$ cat src/rtl/wbu_cw_unpack_pkg.sv
// Shared bus-bridge definitions for the outbound codeword path.
package wbu_cw_unpack_pkg;

  localparam int unsigned CW_WIDTH = 36;
  localparam int unsigned CHUNK_W  = 6;
  localparam int unsigned CNT_W    = 3;

  localparam logic [CHUNK_W-1:0] NL_BITS = '0;

  typedef enum logic [1:0] {
    IDLE,
    SEND,
    NL
  } state_e;

endpackage

$ cat src/rtl/wbu_cw_unpack.sv
// Pops codewords from the bridge FIFO and serialises them MSB-first into
// 6-bit chunks, optionally closing each burst with a newline token.
module wbu_cw_unpack
  import wbu_cw_unpack_pkg::*;
#(
  parameter int unsigned CW          = CW_WIDTH,
  parameter bit          OPT_NEWLINE = 1'b1
) (
  input  logic               i_clk,
  input  logic               i_reset,
  input  logic               i_fifo_empty_n,
  input  logic [CW-1:0]      i_fifo_data,
  output logic               o_fifo_rd,
  output logic               o_stb,
  output logic               o_nl,
  output logic [CHUNK_W-1:0] o_bits,
  input  logic               i_busy,
  output logic               o_active
);

  localparam int unsigned NCHUNK = CW / CHUNK_W;
  localparam int unsigned SR_W   = CW - CHUNK_W;

  state_e             state_q, state_d;
  logic [SR_W-1:0]    sreg_q, sreg_d;
  logic [CNT_W-1:0]   count_q, count_d;
  logic               nl_owed_q, nl_owed_d;
  logic               stb_q, stb_d;
  logic               nl_q, nl_d;
  logic [CHUNK_W-1:0] bits_q, bits_d;

  logic xfer;
  logic last;
  logic rd;

  assign xfer = stb_q && !i_busy;
  assign last = (count_q == '0);

  // A pop is only allowed when the loaded chunk can be presented without
  // stalling, so i_busy also blocks the IDLE pop.
  always_comb begin
    rd = 1'b0;
    unique case (state_q)
      IDLE:    rd = i_fifo_empty_n && !i_busy;
      SEND:    rd = i_fifo_empty_n && xfer && last;
      default: rd = 1'b0;
    endcase
    if (i_reset) rd = 1'b0;
  end

  always_comb begin
    state_d   = state_q;
    sreg_d    = sreg_q;
    count_d   = count_q;
    nl_owed_d = nl_owed_q;
    stb_d     = stb_q;
    nl_d      = nl_q;
    bits_d    = bits_q;

    if (rd) begin
      state_d   = SEND;
      stb_d     = 1'b1;
      nl_d      = 1'b0;
      bits_d    = i_fifo_data[CW-1 -: CHUNK_W];
      sreg_d    = i_fifo_data[SR_W-1:0];
      count_d   = CNT_W'(NCHUNK - 1);
      nl_owed_d = OPT_NEWLINE;
    end else begin
      unique case (state_q)
        SEND: begin
          if (xfer) begin
            if (!last) begin
              bits_d  = sreg_q[SR_W-1 -: CHUNK_W];
              sreg_d  = sreg_q << CHUNK_W;
              count_d = count_q - 1'b1;
            end else if (nl_owed_q) begin
              state_d = NL;
              nl_d    = 1'b1;
              bits_d  = NL_BITS;
            end else begin
              state_d = IDLE;
              stb_d   = 1'b0;
            end
          end
        end
        NL: begin
          if (xfer) begin
            state_d   = IDLE;
            stb_d     = 1'b0;
            nl_d      = 1'b0;
            nl_owed_d = 1'b0;
          end
        end
        default: ;
      endcase
    end
  end

  always_ff @(posedge i_clk) begin
    if (i_reset) begin
      state_q   <= IDLE;
      sreg_q    <= '0;
      count_q   <= '0;
      nl_owed_q <= 1'b0;
      stb_q     <= 1'b0;
      nl_q      <= 1'b0;
      bits_q    <= '0;
    end else begin
      state_q   <= state_d;
      sreg_q    <= sreg_d;
      count_q   <= count_d;
      nl_owed_q <= nl_owed_d;
      stb_q     <= stb_d;
      nl_q      <= nl_d;
      bits_q    <= bits_d;
    end
  end

  assign o_fifo_rd = rd;
  assign o_stb     = stb_q;
  assign o_nl      = nl_q;
  assign o_bits    = bits_q;
  assign o_active  = stb_q || (count_q != '0);

endmodule

$ cat config.mk
export PLATFORM = sky130hd
export DESIGN_NAME = wbu_cw_unpack
export DESIGN_NICKNAME = d
export VERILOG_FILES = /design/src/rtl/wbu_cw_unpack_pkg.sv /design/src/rtl/wbu_cw_unpack.sv
export SDC_FILE = /design/constraint.sdc
export NUM_CORES = 1
export LEC_CHECK = 0
export CORE_MARGIN = 2
export CORE_UTILIZATION = 38
export CTS_CLUSTER_DIAMETER = 50
export DETAILED_ROUTE_END_ITERATION = 10
export PLACE_DENSITY_LB_ADDON = 0.05
export SETUP_SLACK_MARGIN = 0.1
export SYNTH_ARGS = -nofsm -noshare
export SYNTH_HDL_FRONTEND = slang
export SYNTH_SLANG_ARGS = --single-unit
$ cat constraint.sdc
create_clock -name i_clk -period 2.95 [get_ports i_clk]
set_input_delay 0.295 -clock i_clk [delete_from_list [all_inputs] [get_ports i_clk]]
set_output_delay 0.295 -clock i_clk [all_outputs]
set_load 0.01 [all_outputs]
# Word-level counts from Yosys, hierarchy flattened

Cells that the tools add are included.

Memory bits (read-only): 0
Bits of input ports: 40
Bits in registers: 44
Output and inout port bits: 10
Memory bits (writable): 0
Latch bits: 0
Memories: 0

Divide/modulo/power cells: 0
Reductions and logical operators: 23
Muxes and demuxes: 33
Bitwise operators: 1
$add $sub $neg: 1
$mul: 0
Magnitude comparators: 0
Shifts and indexed selects: 0
Eq/ne operators: 12

Operators by type and width:

| kind                | number |
|---|---|
| $mux 30             | 4 |
| $mux 6              | 5 |
| $ne 3x3->1 const B  | 5 |
| $mux 1              | 12 |
| $mux 3              | 4 |
| $ne 2x2->1 const B  | 5 |
| $reduce_and 5->1    | 2 |
| $reduce_and 3->1    | 3 |
| $mux 2              | 4 |
| $reduce_and 4->1    | 2 |
| $reduce_bool 2->1   | 4 |
| $pmux 1 s2          | 3 |
| $reduce_bool 3->1   | 2 |
| $logic_and 1x1->1   | 4 |
| $pmux 2 s2          | 1 |
| $logic_not 3->1     | 1 |
| $sub 3x1->3 const B | 1 |
| $eq 2x1->1 const B  | 1 |
| $eq 2x2->1 const B  | 1 |
| $logic_not 2->1     | 1 |
| $reduce_and 2->1    | 1 |
| $reduce_or 2->1     | 1 |
| $logic_not 1->1     | 1 |
| $logic_or 1x1->1    | 1 |
| $not 1->1           | 1 |

# Longest topological paths before layout

Depth in word-level cells: 8
Gate-level depth with buffers: 8

# Worst setup path after synthesis

No wires, ideal clock.

Path kind: register to output
From: register state_q[1]
To: output port o_fifo_rd
Path buffers: 1
Stages on the path, launching flop included: 5
Path slack: 1.372 ns
Arrival: 1.283 ns
Path through: dfxtp_1 or3b_4 a21o_1 clkbuf_1 nor2_1

Word-level cells in the longest chain between the ends: 3
Elaborated cells between the ends (all ways): 4
Classes of those cells: eq/ne: 1; mux: 2; reduce/logical: 1

Ends and longest elaborated chain:

| element                                              | line                 | text |
|---|---|---|
| start, declared                                      | wbu_cw_unpack.sv:24  | `state_e state_q, state_d;` |
| start signal, assigned                               | wbu_cw_unpack.sv:109 | `state_q <= state_d;` |
| $eq 2x1->1 / $logic_not 2->1 (equally long branches) | wbu_cw_unpack.sv:43  | `unique case (state_q)` |
| $pmux 1 s2 (*)                                       | wbu_cw_unpack.sv:43  |  |
| $mux 1 (*)                                           | wbu_cw_unpack.sv:48  | `if (i_reset) rd = 1'b0;` |
| end, declared                                        | wbu_cw_unpack.sv:13  | `output logic o_fifo_rd,` |

Mark *: on every way between the ends. The rest lies on a longest branch, timed or not.

# Final worst setup path

From: input port i_busy
To: output port o_fifo_rd

Word-level cells in the longest chain between the ends: 6
Elaborated cells between the ends (all ways): 7
Classes of those cells: mux: 2; reduce/logical: 5

Ends and longest elaborated chain:

| element                         | line                                     | text |
|---|---|---|
| start, declared                 | wbu_cw_unpack.sv:17                      | `input logic i_busy,` |
| $logic_not 1->1 (*)             | wbu_cw_unpack.sv:36, wbu_cw_unpack.sv:44 |  |
| $logic_and 1x1->1               | wbu_cw_unpack.sv:36                      | `assign xfer = stb_q && !i_busy;` |
| $logic_and 1x1->1 (2 in series) | wbu_cw_unpack.sv:45                      | `SEND: rd = i_fifo_empty_n && xfer && last;` |
| $pmux 1 s2 (*)                  | wbu_cw_unpack.sv:43                      |  |
| $mux 1 (*)                      | wbu_cw_unpack.sv:48                      |  |

Marked as above.

==> flow_metrics.env <==
export IMPL_status="finished, final reports clean"
export IMPL_criticalPathCategory="input port to primary output"
export IMPL_end_kind="primary output"
export IMPL_worstHoldEndpoint="sreg_q[9]"
export IMPL_reg2reg_setup_slack_ns=1.13
export IMPL_finalSetupViolCount=0
export IMPL_drc=0
export IMPL_die_x_um=77.5
export IMPL_synth_edf_count=0
export IMPL_crit_required_ns=2.65
export IMPL_drtAntennaViolNets=0
export IMPL_first_global_vias=1763
export IMPL_postCtsResizedCells=0
export IMPL_routed_wl_um=4660
export IMPL_holdPathStages=2
export IMPL_yosysTopAreaCellShare_pct=42.9
export IMPL_synth_seq_cells=44
export IMPL_die_y_um=77.5
export IMPL_netlist_top_cell_by_area="dfxtp_1"
export IMPL_tritoncts="done"
export IMPL_dieArea_um2=6010
export IMPL_fin_util_pct=51.5
export IMPL_wl_per_cell_um=13.5
export IMPL_max_cap_violations=0
export IMPL_port_buffer_count=49
export IMPL_syn_avg_cell_area_um2=8.86
export IMPL_ys_warn_count=0
export IMPL_relSlewSlack_pct=55.4
export IMPL_fin_worst_skew_ns=0.00486
export IMPL_arrival_ns=1.98
export IMPL_synth_top_cells_by_count="dfxtp_1, a21oi_1, nor2_1"
export IMPL_hold_class="register to register"
export IMPL_hold_start="sreg_q[3]"
export IMPL_cts_inserted_buffers=5
export IMPL_synth_most_common_cell="dfxtp_1"
export IMPL_r2r_end="sreg_q[6]"
export IMPL_r2r_cells=5
export IMPL_clockBufferDepth=2
export IMPL_hold_viol_final=0
export IMPL_synthCells=232
export IMPL_drive_gt1_share_pct=15.0
export IMPL_grtUsageTotal_pct=16.7
export IMPL_fin_setup_tns_ns=0
export IMPL_ctsHoldBuffers=0
export IMPL_ios=50
export IMPL_rsz0062_at_grt="no"
export IMPL_clock_sinks=44
export IMPL_total_power_w=0.00127
export IMPL_worstReg2RegStart="state_q[0]"
export IMPL_synth_area_top_cells="dfxtp_1, a211oi_2, a21oi_1"
export IMPL_first_pass_iters=4
export IMPL_ir_worst_vdd_mv=0.178
export IMPL_final_max_slew_viol_count=0
export IMPL_layout_nets=316
export IMPL_leakagePower_nw=0.922
export IMPL_gp_congestion=0.791
export IMPL_ys_flop_type="dfxtp_1"
export IMPL_layout_worst_path_cycle_share_pct=77.1
export IMPL_place_hpwl_um=2930
export IMPL_post_cts_buffers=0
export IMPL_crit_fanout=5
export IMPL_syn_to_final_growth_pct=29.7
export IMPL_start_util_pct=39.7
export IMPL_routed_via_density=5.13
export IMPL_synthArstFlopShare_pct=0
export IMPL_grt_max_degree=45
export IMPL_power_density_nw_per_um2=477
export IMPL_start_kind="input port"
export IMPL_synth_seq_area_share_pct=42.9
export IMPL_synthDistinctLibCells=37
export IMPL_clock_fmax_mhz=440
export IMPL_route_vias_total=1765
export IMPL_clk_pin_slew_worst_paths_ns=0.08
export IMPL_whs_ns=0.458
export IMPL_tightestPinTransition_ns=0.665
export IMPL_grt_overflow=0
export IMPL_row_count=26
export IMPL_cts_root_buffer="clkbuf_8"
export IMPL_core_area_um2=5170
export IMPL_grt_first_pass_wirelength_um=8070
export IMPL_synth_fp_nets=274
export IMPL_antenna_found_initial=0
export IMPL_insertion_delay_ns=0.30
export IMPL_diodes=0
export IMPL_layout_min_cycle_time_ns=2.27
export IMPL_cts_max_level=2
export IMPL_syn_area_um2=2050
export IMPL_dr_first_iter_drc_count=75
-- layout by cell type (no fill, tap or decap), drive strengths merged, types with 2 or more instances in the layout --
cell type	n
inv	2
nand2	30
nand3	8
a21oi	36
a221oi	6
nor2	32
buf	7
nor3	8
dfxtp	44
clkbuf	7
or3b	2
o21ai	2
ha	2
clkdlybuf4s50	48
a211oi	23
nand2b	4
-- worst max-delay path, cell delays in order --
cell             delay, ns
clkdlybuf4s50_1       0.46
or3b_4                0.42
a21o_1                0.18
nor2_1                0.08
clkdlybuf4s50_1       0.53
-- sequential cells by signal, indices dropped and copies added, names as in the netlist --
register	cells
sreg_q	30
o_bits	6
count_q	3
state_q	2
nl_owed_q	1
o_nl	1
o_stb	1
-- cells by family (layout without fill, tap and decap cells) --
kind of cell	Yosys count	after routing	share of synthesized area, %
flip-flops	44	44	42.9
adder cells (fa/ha/maj)	2	2	1.22
XOR/XNOR	2	2	0.853
AND/OR/NAND/NOR	89	89	19.4
AO/OA/AOI/OAI	73	73	29.2
buffers and inverters	22	64	6.39
-- routing by layer --
metal / GRT usage, % / vias to the layer above / part of all wire (%)
li1: - / 902 / -
met1: 21.4 / 818 / 51
met2: 26.7 / 38 / 43
met3: 4.77 / 7 / 4.6
met4: 5.89 / 0 / 1.4
met5: 0 / - / 0
-- through the flow --
| stage | cell area (um^2) | setup WS, ns | cells |
|---|---|---|---|
| global placement | 2570 | 0.689 | 337 |
| detailed placement | 2570 | 0.673 | 337 |
| CTS | 2670 | 0.666 | 344 |
| floorplan | 2050 | 1.37 | 232 |
| finish | 2670 | 0.676 | 344 |
| global route | 2670 | 0.617 | 344 |
-- how the worst max path moves through the flow --
stage / cells past startpoint / start / end / slack (ns)
2_1_floorplan: 4 / state_q[1] / o_fifo_rd / 1.37
6_report: 5 / i_busy / o_fifo_rd / 0.68
3_3_place_gp: 5 / i_busy / o_fifo_rd / 0.69
5_1_grt: 5 / i_busy / o_fifo_rd / 0.62
4_1_cts: 5 / i_busy / o_fifo_rd / 0.67
3_5_place_dp: 5 / i_busy / o_fifo_rd / 0.67
-- area by class of cell --
type	instances	area (um^2)
repair buffers	55	543
flip-flops and latches	44	881
inverters	2	7.51
clock buffers	7	96.3
fillers	515	2510
well taps	70	87.6
multi-input cells	166	1050
-- report_power, final --
part           switching, W  total (W)  internal (W)
clock              0.000196   0.000405      0.000209
combinational     0.0000945   0.000209      0.000115
sequential        0.0000251   0.000657      0.000632
total              0.000316    0.00127      0.000956
Power figures use the tool's default switching activity.
